[config.mk]
export PLATFORM = sky130hd
export DESIGN_NAME = instr_fetch_unit_flat
export DESIGN_NICKNAME = d
export VERILOG_FILES = /design/src/rtl/instr_fetch_unit_if.sv /design/src/rtl/instr_fetch_unit.sv /design/src/flat_wrapper.sv
export SDC_FILE = /design/constraint.sdc
export NUM_CORES = 1
export LEC_CHECK = 0
export CAP_MARGIN = 20
export CORE_ASPECT_RATIO = 0.75
export CORE_MARGIN = 5
export CORE_UTILIZATION = 40
export CTS_CLUSTER_DIAMETER = 120
export DETAILED_ROUTE_END_ITERATION = 10
export PLACE_DENSITY = 0.84
export SYNTH_ARGS = -nofsm -noshare
export SYNTH_HDL_FRONTEND = slang
export SYNTH_SLANG_ARGS = --single-unit
[constraint.sdc]
create_clock -name clk -period 2.47 [get_ports clk]
set_clock_uncertainty 0.05 [all_clocks]
set_input_delay 0.3705 -clock clk [delete_from_list [all_inputs] [get_ports clk]]
set_output_delay 0.3705 -clock clk [all_outputs]
set_load 0.1 [all_outputs]
[src/rtl/instr_fetch_unit_if.sv]
// Fetch-stage bundle: run control, instruction memory port, redirect input and decode handshake.
interface instr_fetch_unit_if #(
    parameter int unsigned ADDR_W = 2,
    parameter int unsigned DATA_W = 32
);
    logic              run;
    logic [ADDR_W-1:0] im_addr;
    logic              im_cs;
    logic [DATA_W-1:0] im_data;
    logic              br_valid;
    logic [ADDR_W-1:0] br_target;
    logic              if_valid;
    logic              if_ready;
    logic [DATA_W-1:0] if_instr;
    logic [ADDR_W-1:0] if_pc;
    logic              halted;

    modport master (
        input  run, im_data, br_valid, br_target, if_ready,
        output im_addr, im_cs, if_valid, if_instr, if_pc, halted
    );

    modport slave (
        output run, im_data, br_valid, br_target, if_ready,
        input  im_addr, im_cs, if_valid, if_instr, if_pc, halted
    );
endinterface

[src/rtl/instr_fetch_unit.sv]
// Fetch stage: owns the PC, selects instruction memory on capture cycles and
// holds one fetched word for decode behind a valid/ready handshake.
module instr_fetch_unit #(
    parameter int unsigned ADDR_W    = 2,
    parameter int unsigned DATA_W    = 32,
    parameter int unsigned NUM_INSTR = 4,
    parameter int unsigned WRAP      = 1
) (
    input  logic                clk,
    input  logic                rst,
    instr_fetch_unit_if.master  bus
);
    localparam logic [ADDR_W-1:0] LAST_PC = ADDR_W'(NUM_INSTR - 1);

    typedef enum logic [1:0] {IDLE, FETCH, HALT} state_e;

    state_e            state_q, state_d;
    logic [ADDR_W-1:0] pc_q, pc_d;
    logic              if_valid_q, if_valid_d;
    logic [DATA_W-1:0] if_instr_q, if_instr_d;
    logic [ADDR_W-1:0] if_pc_q, if_pc_d;
    logic              halted_q, halted_d;
    logic              accept_c, space_c, load_c;
    logic [ADDR_W-1:0] next_pc_c;

    always_ff @(posedge clk) begin
        if (rst) begin
            state_q    <= IDLE;
            pc_q       <= '0;
            if_valid_q <= 1'b0;
            if_instr_q <= '0;
            if_pc_q    <= '0;
            halted_q   <= 1'b0;
        end else begin
            state_q    <= state_d;
            pc_q       <= pc_d;
            if_valid_q <= if_valid_d;
            if_instr_q <= if_instr_d;
            if_pc_q    <= if_pc_d;
            halted_q   <= halted_d;
        end
    end

    always_comb begin
        state_d    = state_q;
        pc_d       = pc_q;
        if_valid_d = if_valid_q;
        if_instr_d = if_instr_q;
        if_pc_d    = if_pc_q;
        load_c     = 1'b0;
        accept_c   = if_valid_q & bus.if_ready;
        space_c    = !if_valid_q | bus.if_ready;
        next_pc_c  = (pc_q == LAST_PC) ? '0 : pc_q + ADDR_W'(1);

        case (state_q)
            IDLE: begin
                if (bus.br_valid) begin
                    pc_d       = bus.br_target;
                    if_valid_d = 1'b0;
                end else begin
                    if (accept_c) if_valid_d = 1'b0;
                    if (bus.run)  state_d    = FETCH;
                end
            end
            FETCH: begin
                // A redirect drops the held word even if decode takes it this cycle
                if (bus.br_valid) begin
                    pc_d       = bus.br_target;
                    if_valid_d = 1'b0;
                end else if (!bus.run) begin
                    state_d = IDLE;
                    if (accept_c) if_valid_d = 1'b0;
                end else if (space_c) begin
                    load_c     = 1'b1;
                    if_instr_d = bus.im_data;
                    if_pc_d    = pc_q;
                    if_valid_d = 1'b1;
                    pc_d       = next_pc_c;
                    if (pc_q == LAST_PC && WRAP == 0) state_d = HALT;
                end
            end
            HALT: begin
                if (bus.br_valid) begin
                    pc_d       = bus.br_target;
                    if_valid_d = 1'b0;
                    state_d    = bus.run ? FETCH : IDLE;
                end else if (accept_c) begin
                    if_valid_d = 1'b0;
                end
            end
            default: state_d = IDLE;
        endcase

        halted_d = (state_d == HALT);
    end

    assign bus.im_addr  = pc_q;
    assign bus.im_cs    = load_c;
    assign bus.if_valid = if_valid_q;
    assign bus.if_instr = if_instr_q;
    assign bus.if_pc    = if_pc_q;
    assign bus.halted   = halted_q;
endmodule

[src/flat_wrapper.sv]
// flat-port wrapper written by rule: the top's interface ports become plain ports
module instr_fetch_unit_flat 
#(
    parameter int unsigned ADDR_W    = 2,
    parameter int unsigned DATA_W    = 32,
    parameter int unsigned NUM_INSTR = 4,
    parameter int unsigned WRAP      = 1
)
  (clk, rst, bus_run, bus_im_data, bus_br_valid, bus_br_target, bus_if_ready, bus_im_addr, bus_im_cs, bus_if_valid, bus_if_instr, bus_if_pc, bus_halted);
  instr_fetch_unit_if #(.ADDR_W(ADDR_W), .DATA_W(DATA_W)) bus_i ();
  input  logic clk;
  input  logic rst;
  input wire logic [$bits(bus_i.run)-1:0] bus_run;
  input wire logic [$bits(bus_i.im_data)-1:0] bus_im_data;
  input wire logic [$bits(bus_i.br_valid)-1:0] bus_br_valid;
  input wire logic [$bits(bus_i.br_target)-1:0] bus_br_target;
  input wire logic [$bits(bus_i.if_ready)-1:0] bus_if_ready;
  output wire logic [$bits(bus_i.im_addr)-1:0] bus_im_addr;
  output wire logic [$bits(bus_i.im_cs)-1:0] bus_im_cs;
  output wire logic [$bits(bus_i.if_valid)-1:0] bus_if_valid;
  output wire logic [$bits(bus_i.if_instr)-1:0] bus_if_instr;
  output wire logic [$bits(bus_i.if_pc)-1:0] bus_if_pc;
  output wire logic [$bits(bus_i.halted)-1:0] bus_halted;
  assign bus_i.run = bus_run;
  assign bus_i.im_data = bus_im_data;
  assign bus_i.br_valid = bus_br_valid;
  assign bus_i.br_target = bus_br_target;
  assign bus_i.if_ready = bus_if_ready;
  assign bus_im_addr = bus_i.im_addr;
  assign bus_im_cs = bus_i.im_cs;
  assign bus_if_valid = bus_i.if_valid;
  assign bus_if_instr = bus_i.if_instr;
  assign bus_if_pc = bus_i.if_pc;
  assign bus_halted = bus_i.halted;
  instr_fetch_unit #(.ADDR_W(ADDR_W), .DATA_W(DATA_W), .NUM_INSTR(NUM_INSTR), .WRAP(WRAP)) u_core (.clk(clk), .rst(rst), .bus(bus_i));
endmodule
; Word-level counts from Yosys, hierarchy flattened
; Index checks and enable logic that the tools add are counted.
[totals]
regBits = 40
inputBits = 39
out_inout_bits = 39
[op_classes]
addsub = 1
n_eq_ne = 8
muxes = 23
bitwise_logic = 3
n_reduce_logical = 7
[op_table]
columns = cell, count
row1 = $mux 2, 10
row2 = $mux 1, 10
row3 = $reduce_and 4->1, 2
row4 = $eq 2x2->1 const B, 3
row5 = $pmux 2 s3, 1
row6 = $ne 4x3->1 const B, 1
row7 = $pmux 2 s2, 1
row8 = $ne 3x2->1 const B, 1
row9 = $ne 3x3->1 const B, 1
row10 = $add 2x1->2 const B, 1
row11 = $eq 2x1->1 const B, 1
row12 = $logic_not 2->1, 1
row13 = $ne 2x1->1 const B, 1
row14 = $pmux 1 s2, 1
row15 = $reduce_and 2->1, 1
row16 = $reduce_bool 2->1, 1
row17 = $reduce_or 2->1, 1
row18 = $and 1x1->1, 1
row19 = $logic_not 1->1, 1
row20 = $not 1->1, 1
row21 = $or 1x1->1, 1

; Logic depth before layout (Yosys ltp)
[logic_depth]
word_depth = 6
depth_mapped = 7

; Worst setup path after synthesis
; No wires, ideal clock.
[synth_timing]
path_type = register to output
startpoint = register u_core.if_valid_q (netlist: u_core.bus.if_valid)
endpoint = output port bus_im_cs
t_arrival_ns = 1.610
required_time_ns = 2.049
setup_slack_ns = 0.439
stages_incl_launch_ff = 5
n_path_buf = 1
path_cell_list = dfxtp_1 > nand2b_1 > nand2_4 > inv_6 > buf_6
[synth_between]
elab_chain_len = 6
[synth_lines]
columns = item, line_no
row1 = from (decl), instr_fetch_unit.sv:19  ; logic if_valid_q, if_valid_d;
row2 = from (signal assigned), instr_fetch_unit.sv:37  ; if_valid_q <= if_valid_d;
row3 = $logic_not 1->1, instr_fetch_unit.sv:52  ; space_c = !if_valid_q | bus.if_ready;
row4 = $or 1x1->1, instr_fetch_unit.sv:52
row5 = $mux 1, instr_fetch_unit.sv:73  ; end else if (space_c) begin
row6 = $mux 1, instr_fetch_unit.sv:70  ; end else if (!bus.run) begin
row7 = $mux 1, instr_fetch_unit.sv:67  ; if (bus.br_valid) begin
row8 = $mux 1, instr_fetch_unit.sv:55  ; case (state_q)
row9 = to (decl), flat_wrapper.sv:19  ; output wire logic [$bits(bus_i.im_cs)-1:0] bus_im_cs;
; No other way between the ends.

; Worst setup path after layout
[layout_timing]
startpoint = input port bus_run
endpoint = output port bus_im_cs
[layout_between]
elab_chain_len = 3
[layout_lines]
columns = item, line_no
row1 = from (decl), flat_wrapper.sv:13  ; input wire logic [$bits(bus_i.run)-1:0] bus_run;
row2 = $mux 1, instr_fetch_unit.sv:70
row3 = $mux 1, instr_fetch_unit.sv:67
row4 = $mux 1, instr_fetch_unit.sv:55
; No other way between the ends.

==> impl_metrics.csv <==
group,metric,value,unit
floorplanning,num_rows,19,
power,vdd_drop_max,0.366,mV
timing,report.final.slew_viol_count,0,
critical_path,crit_required,2.05,ns
critical_path,r2r_slack,0.91,ns
critical_path,worstPathArrival,1.53,ns
final_layout,n_fill_cell,337,
grt,grt_max_degree,35,
clock_tree,cts_buffers,5,
clock_tree,h-tree-depth,2,
final_layout,antenna_cells,0,
clock_tree,cts.clk_slew.worst_paths,0.07,ns
yosys,synth_nets,222,
yosys,ys_ff_latch,40,
run_status,status,"finished, final reports clean",
final_layout,fin_area,2320,um2
drt,drt_first_iter_violations,73,
clock_tree,cts_root_buf,"clkbuf_8",
timing,grt_setup_unrepaired,"no",
clock_tree,cts_hold_buf,0,
final_layout,layout-drive-gt1-share,24.5,%
critical_path,r2r_cells,6,
timing,setup-tns-final,0,ns
yosys,synth_enable_flop_cells,0,
floorplanning,die_h,63.6,um
power,power_leakage,0.892,nW
critical_path,crit_family,"buffers and inverters",
grt,grt_pass1_wl,5.93,mm
yosys,syn_area_per_cell,8.38,um2
clock_tree,clock_sinks,40,
drt,postRouteAntennaNets,0,
yosys,ys_types,25,
floorplanning,ios,78,
yosys,synthCells,183,
drt,via_count,1467,
yosys,synth_simple_gate_area_share,22.7,%
timing,setup_viol,0,
power,powerDensity,570,nW/um2
final_layout,nets,299,
worst_hold_path,holdPathStages,2,
clock_tree,clk_latency,0.28,ns
drt,drc,0,
timing,fmax,513,MHz
critical_path,critPathKind,"primary input to output port",
grt,grt_usage,14.4,%
critical_path,cpPeakStageDelay,0.53,ns
critical_path,r2r_end,"u_core.bus.if_instr[28]",
timing,post-route-period-util,78.9,%
critical_path,worstPathCellList,"clkdlybuf4s50_1 > and4bb_1 > nand2_4 > inv_6 > buf_12",
clock_tree,cts_setup_buffers,0,
clock_tree,clk_path_buf_depth,2,
yosys,synthFlopType,"dfxtp_1",
clock_tree,cts_resized,0,
critical_path,crit_slowest_cell,"clkdlybuf4s50_1",
drt,wl_per_cell,12.2,um
yosys,yosys_warnings,0,
clock_tree,tritoncts,"done",
yosys,ys_seq_area_share,52.2,%
worst_hold_path,worstHoldPathType,"flop to flop",
critical_path,critPathLaunchType,"primary input",
yosys,synth_area,1530,um2
yosys,synthAdderAreaFrac,0,%
worst_hold_path,min_from,"u_core.bus.if_instr[3]",
timing,worst_pin_slew,0.537,ns
timing,finalHoldViolCount,0,
critical_path,crit_buf_inv,3,
final_layout,regArea,801,um2
critical_path,worstPathMaxFanout,7,
timing,fin_crit,1.95,ns
placed_design,dpl.hpwl,2.74,mm
floorplanning,design.core.area,3680,um2
drt,dr.pass1.iters,4,
final_layout,multi_input_area,647,um2
drt,finalWirelength,3.80,mm
yosys,async_flop_share,0,%
critical_path,r2r_start,"u_core.state_q[0]",
yosys,synth-compound-area-share,18.1,%
floorplanning,die-area,5190,um2
drt,via_per_inst,4.69,
grt,antenna_found_initial,0,
critical_path,crit_path_end_kind,"output port",
placed_design,numPortBuffers,77,
final_layout,area_growth,51.4,%
yosys,synthXorXnorAreaFrac,0,%
flow_run,maxCapViolCount,0,
placed_design,gp_congestion,0.752,
timing,slew-limit-headroom,64.2,%
grt,grt_pass1_vias,1308,
grt,grt_overflow,0,
placed_design,dpl_cell_area,2230,um2
floorplanning,start_util,41.6,%
worst_hold_path,whs_endpoint,"u_core.bus.if_instr[3]",
floorplanning,die_width,81.5,um
yosys,synth_top_family_by_area,"simple AND/OR/NAND/NOR gates",
yosys,synth_mux_area_share,1.39,%
## metrics by stage
step,power (W),setup slack [ns],util (%),cells,hold slack (ns)
6_report,0.00132,0.521,63.0,313,0.405
5_1_grt,0.00139,0.487,63.0,313,0.423
4_1_cts,0.00135,0.518,63.0,313,0.408
3_5_place_dp,0.000910,0.446,60.6,305,0.398
3_3_place_gp,0.000910,0.490,60.6,305,0.393
2_1_floorplan,0.000821,0.439,-,183,0.449
## cell families after synthesis
kind of cell           Yosys count
and+or+nand+nor                 84
DFF                             40
muxes                            2
AOI/OAI and AO/OA               45
buffers and inverters           12
## routing by layer
layer / global-route usage (%) / up-vias / wire length [um] / part of all wire (%)
li1: - / 751 / - / -
met5: 0 / - / 0 / 0
met4: 3.16 / 0 / 21 / 0.55
met1: 18.4 / 659 / 1620 / 43
met3: 7.26 / 5 / 461 / 12
met2: 21.3 / 52 / 1700 / 45
## Yosys cell counts, types with 2 or more instances
master	n	area, um2
nand2_1	71	267
dfxtp_1	40	801
a21oi_1	26	130
a21oi_2	10	87.6
buf_6	4	45.0
o21ai_0	4	20.0
clkbuf_1	3	11.3
nand2b_1	3	18.8
nor2_1	3	11.3
buf_2	2	10.0
nor2b_1	2	12.5
nor3_1	2	10.0
## power breakdown
group          internal (W)  switching [W]  total, W
clock network      0.000228       0.000202  0.000430
logic             0.0000882       0.000139  0.000227
registers          0.000658     0.00000963  0.000667
## cell type report
| class | instances | share of cell area, % |
|---|---|---|
| multi-input combinational | 131 | 27.9 |
| timing repair buffer | 81 | 30.6 |
| tap | 52 | 2.80 |
| inverter | 1 | 0.377 |
| sequential | 40 | 34.5 |
| clock buffer | 8 | 3.88 |
## worst reg2reg max path, delay by kind of cell (launching register included)
kind            cells  cell delay (ns)
simple gates        3             0.48
flops               1             0.43
buf+inv             2             0.38
compound gates      1             0.14
## cell usage in the layout, fill, tap and decap left out, drive strengths merged
cell | synthesis | routed
nand2 | 72 | 72
buf | 8 | 44
dfxtp | 40 | 40
clkdlybuf4s50 | 0 | 37
a21oi | 36 | 36
clkbuf | 3 | 8
o21ai | 4 | 4
nand2b | 3 | 3
nor2 | 3 | 3
nor3 | 2 | 2
nor2b | 2 | 2
and4bb | 1 | 1
inv | 1 | 1
a31o | 1 | 1
mux2 | 1 | 1
nand3 | 1 | 1
a31oi | 1 | 1
mux2i | 1 | 1
o22a | 1 | 1
a41oi | 1 | 1
o21a | 1 | 1
## flip-flops by register name, summed over array words and instances, names as in the netlist
| signal | cells |
|---|---|
| u_core.bus.im_addr | 2 |
| u_core.bus.halted | 1 |
| u_core.bus.if_valid | 1 |
| u_core.bus.if_pc | 2 |
| u_core.bus.if_instr | 32 |
| u_core.state_q | 2 |
## how the worst max path moves through the flow
stage                                   start                       to  slack [ns]  depth (start not counted)
after floorplan           u_core.bus.if_valid                bus_im_cs        0.44                          4
after CTS                             bus_run                bus_im_cs        0.52                          5
after global routing                  bus_run                bus_im_cs        0.49                          5
after detailed placement              bus_run  u_core.bus.if_instr[10]        0.45                          7
after global placement                bus_run  u_core.bus.if_instr[23]        0.49                          7
final                                 bus_run                bus_im_cs        0.52                          5
No activity file was read; power rests on OpenSTA's default activity.
